**config.mk**
```make
export PLATFORM = sky130hd
export DESIGN_NAME = mux_2x1
export DESIGN_NICKNAME = d
export VERILOG_FILES = /design/src/rtl/mux_2x1.sv
export SDC_FILE = /design/constraint.sdc
export NUM_CORES = 1
export LEC_CHECK = 0
export BUFFER_PORTS_ARGS = -buffer_cell sky130_fd_sc_hd__buf_2
export CORE_MARGIN = 2
export CORE_UTILIZATION = 39
export CTS_CLUSTER_DIAMETER = 100
export DETAILED_ROUTE_END_ITERATION = 8
export GPL_TIMING_DRIVEN = 0
export PLACE_DENSITY = 0.94
export SYNTH_ARGS = -nofsm -noshare
export SYNTH_HDL_FRONTEND = slang
export SYNTH_SLANG_ARGS = --single-unit
```
**constraint.sdc**
```tcl
create_clock -name Clk -period 1.36 [get_ports Clk]
set_input_delay 0.068 -clock Clk [delete_from_list [all_inputs] [get_ports Clk]]
set_output_delay 0.068 -clock Clk [all_outputs]
set_load 0.01 [all_outputs]
```
**src/rtl/mux_2x1.sv**
```systemverilog
// 32-bit two-input word multiplexer with a combinational output and a
// registered copy for pipeline-stage use.
module mux_2x1 #(
  parameter int unsigned WIDTH = 32
) (
  input  logic             Clk,
  input  logic             Reset,
  input  logic             Select,
  input  logic [WIDTH-1:0] A,
  input  logic [WIDTH-1:0] B,
  output logic [WIDTH-1:0] Q,
  output logic [WIDTH-1:0] Q_reg
);

  // An unknown Select must not quietly fall through to A, so the default arm
  // drives all-X rather than relying on ?: bitwise merging.
  always_comb begin
    Q = 'x;
    case (Select)
      1'b0:    Q = A;
      1'b1:    Q = B;
      default: Q = 'x;
    endcase
  end

  always_ff @(posedge Clk) begin
    if (Reset) begin
      Q_reg <= '0;
    end else begin
      Q_reg <= Q;
    end
  end

endmodule

```
==> results of run 1 <==
[metal layers]
| layer | global-route usage [%] | vias up | share of wire (%) |
|---|---|---|---|
| met1 | 16.61 | 582 | 34 |
| met3 | 7.679 | 4 | 9.2 |
| met2 | 32.58 | 68 | 56 |
| li1 | - | 608 | - |
| met5 | 0 | - | 0 |
| met4 | 7.880 | 0 | 1.2 |
[final timing paths]
path	to	slack, ps	depth (start not counted)
max	Q_reg[14]$_SDFF_PP0_	340	4
min	Q_reg[24]$_SDFF_PP0_	90	3
[through the flow]
| step | utilization [%] | cell area, µm² | setup WS (ps) | std cells | power [W] |
|---|---|---|---|---|---|
| after floorplan | - | 1370 | 461.4 | 103 | 0.001332 |
| after global placement | 61.64 | 2073 | 419.4 | 278 | 0.001566 |
| after detailed placement | 61.64 | 2073 | 408.1 | 278 | 0.001583 |
| after CTS | 63.76 | 2145 | 335.0 | 287 | 0.002135 |
| after global routing | 63.76 | 2145 | 267.3 | 287 | 0.002233 |
| final | 63.76 | 2145 | 342.3 | 287 | 0.002106 |
[power by group]
part	leakage, nW	switching [W]	total, W	internal [W]
clock	0.0380	0.000304	0.000550	0.000246
sequential	0.267	0.0000129	0.00101	0.000999
combinational	0.890	0.000234	0.000544	0.000310
[worst max-delay path: cells and delay by family]
| kind | cells | cell delay (ps) |
|---|---|---|
| buffers and inverters | 3 | 1050 |
| and+or+nand+nor | 1 | 90 |
[Yosys cell counts, drive strengths merged]
library cell,n
buf,4
mux2,32
clkbuf,3
nor2b,32
dfxtp,32
[layout make-up]
type | instances | area, µm²
Clock inverter | 2 | 10.01
Fill cell | 319 | 1219
Timing Repair Buffer | 130 | 655.6
Clock buffer | 6 | 51.30
Tap cell | 46 | 57.56
Sequential cell | 32 | 640.6
Buffer | 7 | 56.30
Multi-Input combinational cell | 64 | 673.1
[cell families after synthesis]
logic type / Yosys count / synth area share [%]
DFF: 32 / 46.76
buffers and inverters: 7 / 4.109
muxes: 32 / 34.52
and+or+nand+nor: 32 / 14.61
[timing repair]
item,4_1_cts,5_1_grt
buffers inserted,0,0
hold buffers,1,0
endpoints found under the hold margin,2,0
resized for setup,0,0
==> reports/results.ini, run 1 <==
[yosys]
synth-seq-cells=32
synth_area_leaders=dfxtp_1, mux2_4, nor2b_1
synth_cells=103
yosysSeqAreaShare_pct=46.76
synth_area_per_cell_um2=13.30
synth_top_area_share_pct=46.76
synth.largest_area_cell=dfxtp_1
syn_area_mm2=0.001370
yosysWarningCount=0
synth_cell_type_count=6
synth_nets=170

[clocking]
cts-root-buf=clkbuf_4
clkTransAtPathRegs_ps=100
h-tree-depth=2
cts.sinks=32
cts_tree=yes
clockBufferDepth=2
numCtsBuffers=5

[cells_and_area]
nNetsFinal=307
most-common-layout-cells=buf_2, dfxtp_1, nor2b_1
final_common_cell=buf_2
largest_register_ffs=32
synthToLayoutAreaGrowth_pct=56.53
n_antenna_cell=0
drive_gt1_share_pct=71.78

[min_path]
hp-start=B[24]
hold_class=primary input to register

[setup_path]
crit_path_end_kind=register
slowest_delay_ps=540
startpoint=Reset
cp.arrival_ps=1220
crit_fanout=10
path_class=primary input to register
crit_required_ps=1560
path_cells=dlygate4sd3_1, buf_2, clkbuf_1, nor2b_1
cp-start-kind=primary input
crit_slowest_cell=dlygate4sd3_1

[global_routing]
grt_use_total_pct=17.59
grt_pass1_wl_mm=5.340
grt_pass1_vias=1194
grt_max_degree=11
antenna_found_initial=0
overflow=0

[sta]
setup_viol=0
fmax_mhz=982.6
relSlewSlack_pct=71.33
worst_hold_slack_ps=90.15
tns_ps=0
rsz0062_at_grt=no
finalCritPeriodShare_pct=74.83
min_period_ps=1018
tightest_slew_ps=430.1
maxSlewViolCount=0
hold_viol_final=0

[detailed_routing]
wl_per_cell_um=12.17
route.detailed.drc=0
num_vias=1262
drtIter0Drc=26
vias_per_cell=4.397
postRouteWirelength_mm=3.494
ant_nets=0
drtPass1Iterations=3

[place]
place.port_buffers=129
gp_routability_congestion=0.7590
hpwl_mm=2.947

[power]
p_leak_nw=1.195
max-vdd-ir-drop_uv=660.6
powerDensity_mw_per_mm2=981.9

[floorplanning]
ioPinCount=131
initial_core_util_pct=40.74
core_mm2=0.003363
die-area_mm2=0.004003
die_x_um=63.27
rows=21
die_y_um=63.27

[status]
status=finished clean

[flow_run]
maxCapViolCount=0

Power figures use the tool's default switching activity.
==> run 2, diff against run 1 <==
- CORE_UTILIZATION: 39 -> 32
- PLACE_DENSITY: 0.94 -> 0.84
- clock period: 1.36 -> 0.9 ns (I/O delays scaled with it)
==> run 2 against run 1 <==
Compared with the run above: sequential power up 51%; sequential share of layout area down 0.70 points; die area up 20%; count of clock-buffer cells in the layout unchanged; critical path type is now primary input to output port; critical endpoint is now Q[5]; highest routed layer unchanged.
==> reports/results.ini, run 2 (synthesis gave the netlist of run 1 again) <==
[global_routing]
antenna_found_initial=0
overflow=0
grt_pass1_vias=1400
grt_pass1_wl_mm=5.740
grt_max_degree=11
grt_use_total_pct=14.77

[power]
sw_frac_of_total_pct=23.68
intPower_w=0.002800
max-vdd-ir-drop_uv=715.9
pwr-share-seq_pct=41.7
powerDensity_mw_per_mm2=1671
switchingPower_w=0.0008686
power_frac_clock_pct=36.0
combPwrFrac_pct=22.3
p_leak_nw=1.212

[clocking]
numCtsBuffers=5
cts.sinks=32
h-tree-depth=2
cts_tree=yes
clkTransAtPathRegs_ps=70
post_cts_buffers=0
cts-root-buf=clkbuf_8
clockBufferDepth=2

[sta]
relSlewSlack_pct=70.75
fmax_mhz=1192
min_period_ps=839.1
tightest_slew_ps=438.8
setup_viol=0
worst_hold_slack_ps=111.4
maxSlewViolCount=0
hold_viol_final=0
rsz0062_at_grt=no
finalCritPeriodShare_pct=93.23
timing.final.ws_setup_ps=60.89

[floorplanning]
die-area_mm2=0.004821
ioPinCount=131
die_x_um=69.43
die_y_um=69.43
core_mm2=0.004058
initial_core_util_pct=33.77
rows=23

[cells_and_area]
layout.cells.non_filler=291
fin_util_pct=54.12
fin_area_mm2=0.002196
synthToLayoutAreaGrowth_pct=60.27
final_common_cell=buf_2
drive_gt1_share_pct=71.37
n_antenna_cell=0
largest_register_ffs=32
nNetsFinal=307
most-common-layout-cells=buf_2, dfxtp_1, nor2b_1

[status]
status=finished clean

[setup_path]
crit_required_ps=850
crit_path_end_kind=output port
slowest_delay_ps=320
path_class=primary input to output port
crit_family=buffers and inverters
path_cells=buf_6, buf_6, mux2_4, buf_2
startpoint=Select
cp.arrival_ps=790
crit_cells=4
crit_slowest_cell=mux2_4
crit_top_cell=buf_6
critPathBufInv=3
cp-start-kind=primary input
cp-endpoint=Q[5]
crit_fanout=10

[detailed_routing]
drtPass1Iterations=2
postRouteWirelength_mm=3.449
ant_nets=0
vias_per_cell=4.289
drtIter0Drc=36
route.detailed.drc=0
wl_per_cell_um=11.85
num_vias=1248

[place]
placed_cells=282
place_ws_ps=-43.63
gp_routability_congestion=0.7029
place.port_buffers=129
hpwl_mm=2.906
placed_area_mm2=0.002078

[flow_run]
maxCapViolCount=0

[min_path]
hold_class=primary input to register

[run 2: power groups by stage]
stage	clock, W	combinational, W	sequential, W
2_1_floorplan	0	0.000395	0.00162
3_3_place_gp	0	0.000805	0.00156
3_5_place_dp	0	0.000825	0.00156
4_1_cts	0.00137	0.000830	0.00153
5_1_grt	0.00143	0.000886	0.00154
6_report	0.00132	0.000817	0.00153
[run 2: worst min-delay path by stage]
| stage | from | endpoint | slack, ps | cells after the start |
|---|---|---|---|---|
| after floorplan | Reset | Q_reg[30]$_SDFF_PP0_ | 120 | 1 |
| after detailed placement | Reset | Q_reg[30]$_SDFF_PP0_ | 280 | 2 |
| after CTS | B[0] | Q_reg[0]$_SDFF_PP0_ | 100 | 3 |
| after global routing | B[11] | Q_reg[11]$_SDFF_PP0_ | 120 | 3 |
| final | B[10] | Q_reg[10]$_SDFF_PP0_ | 110 | 3 |
| after global placement | Reset | Q_reg[30]$_SDFF_PP0_ | 270 | 2 |
[run 2: layer usage]
metal | vias to the layer above | routed length, µm | track usage, %
met5 | - | 0 | 0
met4 | 0 | 55 | 7.843
met3 | 7 | 288 | 3.343
met2 | 69 | 1924 | 29.70
met1 | 564 | 1180 | 13.33
li1 | 608 | - | -
[run 2: layout make-up]
type / instances / area (µm²)
Tap cell: 50 / 62.56
Multi-Input combinational cell: 64 / 673.1
Buffer: 7 / 56.30
Timing Repair Buffer: 130 / 655.6
Clock inverter: 2 / 35.03
Clock buffer: 6 / 72.57
Fill cell: 371 / 1862
Sequential cell: 32 / 640.6
[run 2: what timing repair did]
item,4_1_cts,5_1_grt
endpoints found under the hold margin,2,0
resized for setup,0,0
hold buffers,1,0
endpoints found under the setup margin,0,0
[run 2: per-stage QoR]
step                power, W  setup TNS, ps
floorplan           0.002013              0
global route        0.003854              0
global placement    0.002365         -153.8
finish              0.003668              0
CTS                 0.003729              0
detailed placement  0.002388         -425.9
==> run 3, diff against run 2 <==
- ABC_AREA: unset -> 1
- CORE_MARGIN: 2 -> unset
- CORE_UTILIZATION: 32 -> 37
- HOLD_SLACK_MARGIN: unset -> 0.08
- PLACE_DENSITY: 0.84 -> 0.86
==> run 3 against run 2 <==
Compared with the run above: combinational power up 19%; area after synthesis up 31%; synthesized cell count rose to 2.6 times the previous value; worst hold slack worse by 38 ps; count of clock-buffer cells in the layout up 1; sequential power about the same; global-route usage up 2.6 points; sequential cell count unchanged.
==> reports/results.ini, run 3 <==
[global_routing]
grt_use_total_pct=17.40
grt_pass1_vias=1715
use_met2_pct=34.18
grt_util_met1_pct=18.11
overflow=0
grt_pass1_wl_mm=6.982
antenna_found_initial=0
grt-busiest-layer=met2
grt_use_met3_pct=5.063
grt_max_degree=11

[yosys]
synth.most_common_cell=inv_1
yosysSeqAreaShare_pct=35.78
synth-seq-cells=32
synth_edf_count=0
synth.largest_area_cell=dfxtp_1
synth_nets=334
synth.top_cells.by_count=inv_1, nand2_2, nand2_1
syn_area_mm2=0.001790
yosysWarningCount=0
synth_area_per_cell_um2=6.706
synth_cell_type_count=10
synth_top_flop_cell=dfxtp_1
synth_cells=267
synth_top_area_share_pct=35.78
synth_area_leaders=dfxtp_1, nand2_2, inv_1
async_flop_share_pct=0

[cells_and_area]
drive_gt1_share_pct=58.37
layout.cells.non_filler=458
multiInputGateArea_um2=705.7
synthToLayoutAreaGrowth_pct=46.96
largest_register_ffs=32
seqCellArea_um2=640.6
nNetsFinal=473
nFillCells=412
final_common_cell=buf_2
n_antenna_cell=0
most-common-layout-cells=buf_2, inv_1, nand2_2
fin_area_mm2=0.002631

[power]
pwr-share-seq_pct=42.1
max-vdd-ir-drop_uv=582.9
finalPower_w=0.003659
power_frac_clock_pct=31.4
powerDensity_mw_per_mm2=1391
intPower_w=0.002629
sw_frac_of_total_pct=28.15
switchingPower_w=0.001030
p_leak_nw=1.751
combPwrFrac_pct=26.5

[place]
placed_area_mm2=0.002501
gp_routability_congestion=0.7538
place.port_buffers=129
hpwl_mm=3.421
placed_cells=448

[sta]
setup_viol=0
tightest_slew_ps=290.3
finalCritPeriodShare_pct=91.76
relSlewSlack_pct=80.65
hold_viol_final=0
maxSlewViolCount=0
fmax_mhz=1211
min_period_ps=825.9
rsz0062_at_grt=no
tns_ps=0

[clocking]
h-tree-depth=2
numCtsBuffers=5
clkTransAtPathRegs_ps=60
cts_tree=yes
clockBufferDepth=2
cts-root-buf=clkbuf_8
cts.sinks=32

[setup_path]
crit_path_end_kind=register
cp.arrival_ps=990
crit_required_ps=1070
path_class=primary input to register
cp-start-kind=primary input
crit_fanout=10
cp-endpoint=Q_reg[30]$_SDFF_PP0_
startpoint=Select

[detailed_routing]
drtPass1Iterations=4
num_vias=1793
route.detailed.drc=0
drtIter0Drc=22
ant_nets=0
vias_per_cell=3.915
postRouteWirelength_mm=4.159
wl_per_cell_um=9.081

[floorplanning]
core_mm2=0.004504
initial_core_util_pct=39.75
die-area_mm2=0.005122
die_y_um=71.57
rows=24
ioPinCount=131
die_x_um=71.57

[status]
status=finished clean

[min_path]
hold_class=primary input to register

[flow_run]
maxCapViolCount=0

run 3: worst min path at each step:
stage / cells after the start / endpoint / slack (ps) / start
3_3_place_gp: 2 / Q_reg[31]$_SDFF_PP0_ / 260 / Reset
2_1_floorplan: 1 / Q_reg[31]$_SDFF_PP0_ / 110 / Reset
4_1_cts: 5 / Q_reg[6]$_SDFF_PP0_ / 70 / A[6]
3_5_place_dp: 2 / Q_reg[31]$_SDFF_PP0_ / 270 / Reset
5_1_grt: 5 / Q_reg[10]$_SDFF_PP0_ / 80 / B[10]
6_report: 5 / Q_reg[6]$_SDFF_PP0_ / 70 / A[6]
run 3: final cells by class:
cell class              count  share of cell area [%]
multi-input cells         128                   26.82
repair buffers            132                   25.68
flip-flops and latches     32                   24.35
inverters                  97                   13.93
clock buffers               7                   3.661
plain buffers              10                   3.091
well taps                  52                   2.473
run 3: cell families after synthesis:
group / synth area share [%]
AND/OR/NAND/NOR: 39.41
buffers and inverters: 24.81
flip-flops: 35.78
run 3: critical path, cell delays in order:
cell and delay (ps):
buf_6 100, buf_6 140, nand2_1 60, nand2_1 70
dlygate4sd3_1 550, nor2_1 40
run 3: routing by layer:
metal | vias to the layer above | part of all wire, %
li1 | 975 | -
met1 | 736 | 42
met2 | 77 | 51
met3 | 5 | 6.3
met4 | 0 | 0.84
met5 | - | 0
run 3: timing repair:
item                                   4_1_cts  5_1_grt
buffers inserted                             0        0
setup endpoints to repair                    0        1
hold buffers                                 3        0
endpoints found under the hold margin       11        0
gates resized for setup                      0        1
run 3: stage by stage:
step           setup WS (ps)  hold slack, ps  utilization, %
5_1_grt                9.644           83.21           58.42
3_3_place_gp           123.0           263.4           55.53
3_5_place_dp           99.65           270.2           55.53
6_report               74.14           73.52           58.42
2_1_floorplan          272.2           111.9               -
4_1_cts                46.80           68.81           58.33
run 3: power groups by stage:
stage | sequential [W] | clock, W | combinational (W)
2_1_floorplan | 0.00163 | 0 | 0.000508
3_3_place_gp | 0.00157 | 0 | 0.000947
3_5_place_dp | 0.00157 | 0 | 0.000969
4_1_cts | 0.00154 | 0.00120 | 0.000985
5_1_grt | 0.00155 | 0.00126 | 0.00109
6_report | 0.00154 | 0.00115 | 0.000971
